`src/rtl/pwm_multi.sv`:
```
// Multi-channel PWM: shared prescaler and period counter, per-channel duty,
// edge/center-aligned modes, shadow registers committed at period boundaries.
//
// dir_q      | meaning
// DIR_UP     | counter climbing (always the state in edge mode)
// DIR_DOWN   | center mode, counter descending back towards 0
module pwm_multi #(
    parameter int CHANNELS       = 4,
    parameter int COUNTER_WIDTH  = 16,
    parameter int PRESCALE_WIDTH = 8,
    parameter int ADDR_WIDTH     = $clog2(CHANNELS + 3)
) (
    input  logic                     clk,
    input  logic                     reset,
    input  logic                     enable,
    input  logic                     wr_en,
    input  logic [ADDR_WIDTH-1:0]    wr_addr,
    input  logic [COUNTER_WIDTH-1:0] wr_data,
    output logic [CHANNELS-1:0]      pwm_out,
    output logic                     period_tick
);

    typedef enum logic {DIR_UP, DIR_DOWN} dir_e;

    localparam logic [ADDR_WIDTH-1:0]     A_PER  = ADDR_WIDTH'(CHANNELS);
    localparam logic [ADDR_WIDTH-1:0]     A_PRE  = ADDR_WIDTH'(CHANNELS + 1);
    localparam logic [ADDR_WIDTH-1:0]     A_MODE = ADDR_WIDTH'(CHANNELS + 2);
    localparam logic [COUNTER_WIDTH-1:0]  C_ONE  = COUNTER_WIDTH'(1);
    localparam logic [PRESCALE_WIDTH-1:0] P_ONE  = PRESCALE_WIDTH'(1);

    logic [COUNTER_WIDTH-1:0]  duty_sh_q  [CHANNELS];
    logic [COUNTER_WIDTH-1:0]  duty_sh_d  [CHANNELS];
    logic [COUNTER_WIDTH-1:0]  duty_act_q [CHANNELS];
    logic [COUNTER_WIDTH-1:0]  duty_act_d [CHANNELS];
    logic [COUNTER_WIDTH-1:0]  per_sh_q, per_sh_d, per_act_q, per_act_d;
    logic [PRESCALE_WIDTH-1:0] pre_sh_q, pre_sh_d, pre_act_q, pre_act_d;
    logic                      mode_sh_q, mode_sh_d, mode_act_q, mode_act_d;
    logic [PRESCALE_WIDTH-1:0] pcnt_q, pcnt_d;
    logic [COUNTER_WIDTH-1:0]  cnt_q, cnt_d;
    dir_e                      dir_q, dir_d;
    logic [CHANNELS-1:0]       pwm_q, pwm_d;
    logic                      bnd_q, bnd_d;
    logic                      tick_q, tick_d;

    logic                      tick;
    logic                      boundary;
    logic [COUNTER_WIDTH-1:0]  p_max;

    always_comb begin
        duty_sh_d  = duty_sh_q;
        duty_act_d = duty_act_q;
        per_sh_d   = per_sh_q;
        per_act_d  = per_act_q;
        pre_sh_d   = pre_sh_q;
        pre_act_d  = pre_act_q;
        mode_sh_d  = mode_sh_q;
        mode_act_d = mode_act_q;
        pcnt_d     = pcnt_q;
        cnt_d      = cnt_q;
        dir_d      = dir_q;
        boundary   = 1'b0;

        if (wr_en) begin
            for (int i = 0; i < CHANNELS; i++) begin
                if (wr_addr == ADDR_WIDTH'(i)) duty_sh_d[i] = wr_data;
            end
            if (wr_addr == A_PER)  per_sh_d  = wr_data;
            if (wr_addr == A_PRE)  pre_sh_d  = wr_data[PRESCALE_WIDTH-1:0];
            if (wr_addr == A_MODE) mode_sh_d = wr_data[0];
        end

        // A stored period of 0 behaves as 1, so the top count is 0 in both cases.
        p_max = (per_act_q == '0) ? '0 : per_act_q - C_ONE;
        tick  = enable && (pcnt_q == pre_act_q);

        if (!enable) begin
            pcnt_d = '0;
            cnt_d  = '0;
            dir_d  = DIR_UP;
        end else begin
            pcnt_d = tick ? '0 : pcnt_q + P_ONE;
            if (tick) begin
                if (p_max == '0) begin
                    boundary = 1'b1;
                end else if (!mode_act_q) begin
                    if (cnt_q == p_max) boundary = 1'b1;
                    else                cnt_d = cnt_q + C_ONE;
                end else if (dir_q == DIR_UP) begin
                    if (cnt_q == p_max) dir_d = DIR_DOWN;
                    else                cnt_d = cnt_q + C_ONE;
                end else begin
                    if (cnt_q == '0) boundary = 1'b1;
                    else             cnt_d = cnt_q - C_ONE;
                end
                if (boundary) begin
                    cnt_d = '0;
                    dir_d = DIR_UP;
                end
            end
        end

        // Shadow values read here are pre-write, so a write landing on a
        // boundary waits for the following one.
        if (!enable || boundary) begin
            duty_act_d = duty_sh_q;
            per_act_d  = per_sh_q;
            pre_act_d  = pre_sh_q;
            mode_act_d = mode_sh_q;
        end

        for (int i = 0; i < CHANNELS; i++) begin
            pwm_d[i] = enable && (cnt_q < duty_act_q[i]);
        end

        // Delayed twice so the pulse lines up with pwm_out showing cnt = 0.
        bnd_d  = !enable || boundary;
        tick_d = enable && bnd_q;
    end

    always_ff @(posedge clk) begin
        if (reset) begin
            for (int i = 0; i < CHANNELS; i++) begin
                duty_sh_q[i]  <= '0;
                duty_act_q[i] <= '0;
            end
            per_sh_q   <= C_ONE;
            per_act_q  <= C_ONE;
            pre_sh_q   <= '0;
            pre_act_q  <= '0;
            mode_sh_q  <= 1'b0;
            mode_act_q <= 1'b0;
            pcnt_q     <= '0;
            cnt_q      <= '0;
            dir_q      <= DIR_UP;
            pwm_q      <= '0;
            bnd_q      <= 1'b0;
            tick_q     <= 1'b0;
        end else begin
            duty_sh_q  <= duty_sh_d;
            duty_act_q <= duty_act_d;
            per_sh_q   <= per_sh_d;
            per_act_q  <= per_act_d;
            pre_sh_q   <= pre_sh_d;
            pre_act_q  <= pre_act_d;
            mode_sh_q  <= mode_sh_d;
            mode_act_q <= mode_act_d;
            pcnt_q     <= pcnt_d;
            cnt_q      <= cnt_d;
            dir_q      <= dir_d;
            pwm_q      <= pwm_d;
            bnd_q      <= bnd_d;
            tick_q     <= tick_d;
        end
    end

    assign pwm_out     = pwm_q;
    assign period_tick = tick_q;

endmodule
```
`config.mk`:
```
export PLATFORM = sky130hd
export DESIGN_NAME = pwm_multi
export DESIGN_NICKNAME = d
export VERILOG_FILES = /design/src/rtl/pwm_multi.sv
export SDC_FILE = /design/constraint.sdc
export NUM_CORES = 1
export LEC_CHECK = 0
export ABC_AREA = 1
export CAP_MARGIN = 20
export CORE_MARGIN = 4
export CORE_UTILIZATION = 62
export DETAILED_ROUTE_END_ITERATION = 10
export PLACE_DENSITY = 0.77
export SYNTH_ARGS = -nofsm -noshare
export SYNTH_HDL_FRONTEND = slang
export SYNTH_SLANG_ARGS = --single-unit
```
`constraint.sdc`:
```
create_clock -name clk -period 5.4 [get_ports clk]
set_input_delay 1.62 -clock clk [delete_from_list [all_inputs] [get_ports clk]]
set_output_delay 1.62 -clock clk [all_outputs]
set_load 0.02 [all_outputs]
```
==> flow_summary.ini <==
[die]
start_util = 0.6353
dieArea_um2 = 20050
rows = 48
pin_count = 28
die_y_um = 141.6
die_w_um = 141.6
coreArea_um2 = 17420

[cells_and_area]
num_antenna_cells = 0
syn_to_final_growth_pct = 8.560
mostFrequentLayoutCell = nand2_1
fin_nets = 1647
layout-drive-gt1-share = 0.04569
final_cell_mix = nand2_1 (280), nor2_1 (235), dfxtp_1 (209)
final_core_util = 0.6897

[route]
num_vias = 10620
vias_per_cell = 5.895
first_iter_violations = 988
ant_nets = 0
avgRoutedWirePerCell_um = 16.83
dr.pass1.iters = 5
drc = 0
wirelength_mm = 30.30

[power]
p_sw_mw = 1.048
power_density_nw_per_um2 = 305.6
peakVddDrop_uv = 317.8
leakagePower_nw = 5.590
switching_share = 0.2856
combinationalPowerShare = 0.148
seq_power_share = 0.440
clockPowerShare = 0.412
p_int_mw = 2.623

[synth]
synth_edf_count = 0
synth_flop_cell = dfxtp_1
async_flop_share = 0
syn_area_um2 = 11070
ys_seq_area_frac = 0.3781
syn_area_per_cell_um2 = 7.012
synthDistinctLibCells = 39
ys_ff_latch = 209
synth.top_cell.area_share = 0.3781
post-synth-top-area-cell = dfxtp_1
synth_area_leaders = dfxtp_1 (38%), nand2_1 (9.5%), nand3_1 (8.2%), nor2_1 (8.0%), ha_1 (7.2%)
yosys_warnings = 0
syn_nets = 1665
synthCells = 1578

[clock_network]
clkSinkCount = 209
clk_path_buf_depth = 3
cts_tree = done
clk_transition_reported_paths_ps = 60
cts_root_buf = clkbuf_16
h-tree-depth = 1
cts_setup_buffers = 0
cts_hold_buffers = 0
numCtsBuffers = 22
clock_latency_ps = 520
ctsResizeCount = 0

[flow_run]
cap_violations = 0

[worst_hold_path]
hold_path_class = reg -> reg

[global_route]
grt_pass1_wl_mm = 49.21
grt_pass1_vias = 9758
grt_max_degree = 125
gr-total-overflow = 0
gr-usage-all-layers = 0.3008
antenna_found_initial = 0

[setup_path]
path_cells = clkinv_1 > ha_1 > nand3_1 > nor3_1 > nand2_1 > inv_1 > nand4_1 > nor4_1 > nor2_1 > nand2_2 > nand2_4 > nand2_8 > nand3_1 > nand2_1
path_class = reg -> reg
endpoint_kind = flop
start_kind = flop
critPathMaxStageDelay_ps = 490
crit_path_max_fanout = 89
cp_data_arrival_time_ps = 4190
cp_num_buf_inv = 2
critPathSlowestCell = dfxtp_1
critPathRequiredTime_ps = 5790
cpLargestDelayFamily = simple AND/OR/NAND/NOR gates

[sta]
hold_viol = 0
fin_setup_tns_ps = 0
skew_ps = 22.95
slew_viol_final = 0
fmax_mhz = 263.1
worst_slew_pin_slew_ps = 1085
rsz0062_at_grt = false
setup_viol_count_final = 0
period_share = 0.7038
slew_headroom = 0.2765
post-route-min-period_ps = 3801

[placed_design]
numPortBuffers = 27
globalplace.congestion = 0.9315
hpwlAfterDp_mm = 19.89

[outcome]
status = completed
==> area by class of cell <==
| class | instances | area (um2) |
|---|---|---|
| fill | 1562 | 5404 |
| clock inverter | 7 | 88.84 |
| multi-input combinational | 1118 | 5791 |
| clock buffer | 33 | 641.9 |
| sequential | 209 | 4184 |
| inverter | 167 | 631.9 |
| tap | 225 | 281.5 |
| timing repair buffer | 42 | 394.1 |
==> power by group through the flow <==
stage / clock (mW) / combinational (mW) / sequential [mW]
2_1_floorplan: 0 / 0.419 / 1.64
3_3_place_gp: 0 / 0.526 / 1.65
3_5_place_dp: 0 / 0.532 / 1.65
4_1_cts: 1.53 / 0.536 / 1.61
5_1_grt: 1.60 / 0.604 / 1.62
6_report: 1.51 / 0.543 / 1.62
==> worst reg2reg max path, delay by kind of cell, from the launching register on <==
family	cells	cell delay [ps]
flops	1	490
buf+inv	2	500
fa+ha+maj	1	380
simple gates	11	2310
==> cells in the mapped netlist, types with 7 or more instances <==
library cell / instances
nor2_1: 235
ha_1: 64
inv_1: 166
clkbuf_1: 38
xor2_1: 10
buf_2: 10
nand2_1: 280
buf_6: 12
buf_1: 15
nor3_1: 10
dfxtp_1: 209
a21oi_1: 56
nand4_1: 115
nand2_2: 7
nand3_1: 182
buf_4: 8
o21ai_0: 109
==> cells by family after synthesis <==
| group | Yosys count | synth area share |
|---|---|---|
| fa+ha+maj | 64 | 0.07237 |
| flops | 209 | 0.3781 |
| buf+inv | 251 | 0.09860 |
| simple gates | 854 | 0.3504 |
| compound gates | 190 | 0.09261 |
| xor+xnor | 10 | 0.007915 |
==> state kept, by name (all words and copies together), names as in the netlist, 8 cells and up <==
register and cells:
pre_sh_q 8, duty_act_q 64, per_sh_q 16, duty_sh_q 64, cnt_q 16, per_act_q 16, pcnt_q 8, pre_act_q 8
==> worst paths after layout <==
path,start,slack (ps),cells past startpoint,end
worst max-delay path,cnt_q[0],1600,14,per_act_q[2]
worst min-delay path,bnd_q,440,2,period_tick
worst max register to register,cnt_q[0],1600,14,per_act_q[2]
worst min register to register,bnd_q,440,2,period_tick
==> metrics by stage <==
step	setup WS (ps)	area, um2	power (mW)	std cells	hold WS [ps]
floorplan	2303	11070	2.063	1578	402.4
global placement	1470	11260	2.174	1759	432.4
detailed placement	1481	11270	2.181	1760	439.7
global route	1381	12010	3.823	1801	449.7
CTS	1741	12000	3.684	1800	449.5
finish	1599	12010	3.671	1801	443.8
==> routing by layer <==
layer	up-vias	wire, um	track usage
met1	4927	12820	0.3992
met3	81	1976	0.03775
li1	5233	-	-
met4	0	1240	0.1146
met2	375	14270	0.5020
met5	-	0	0
No activity file was read; power rests on OpenSTA's default activity.
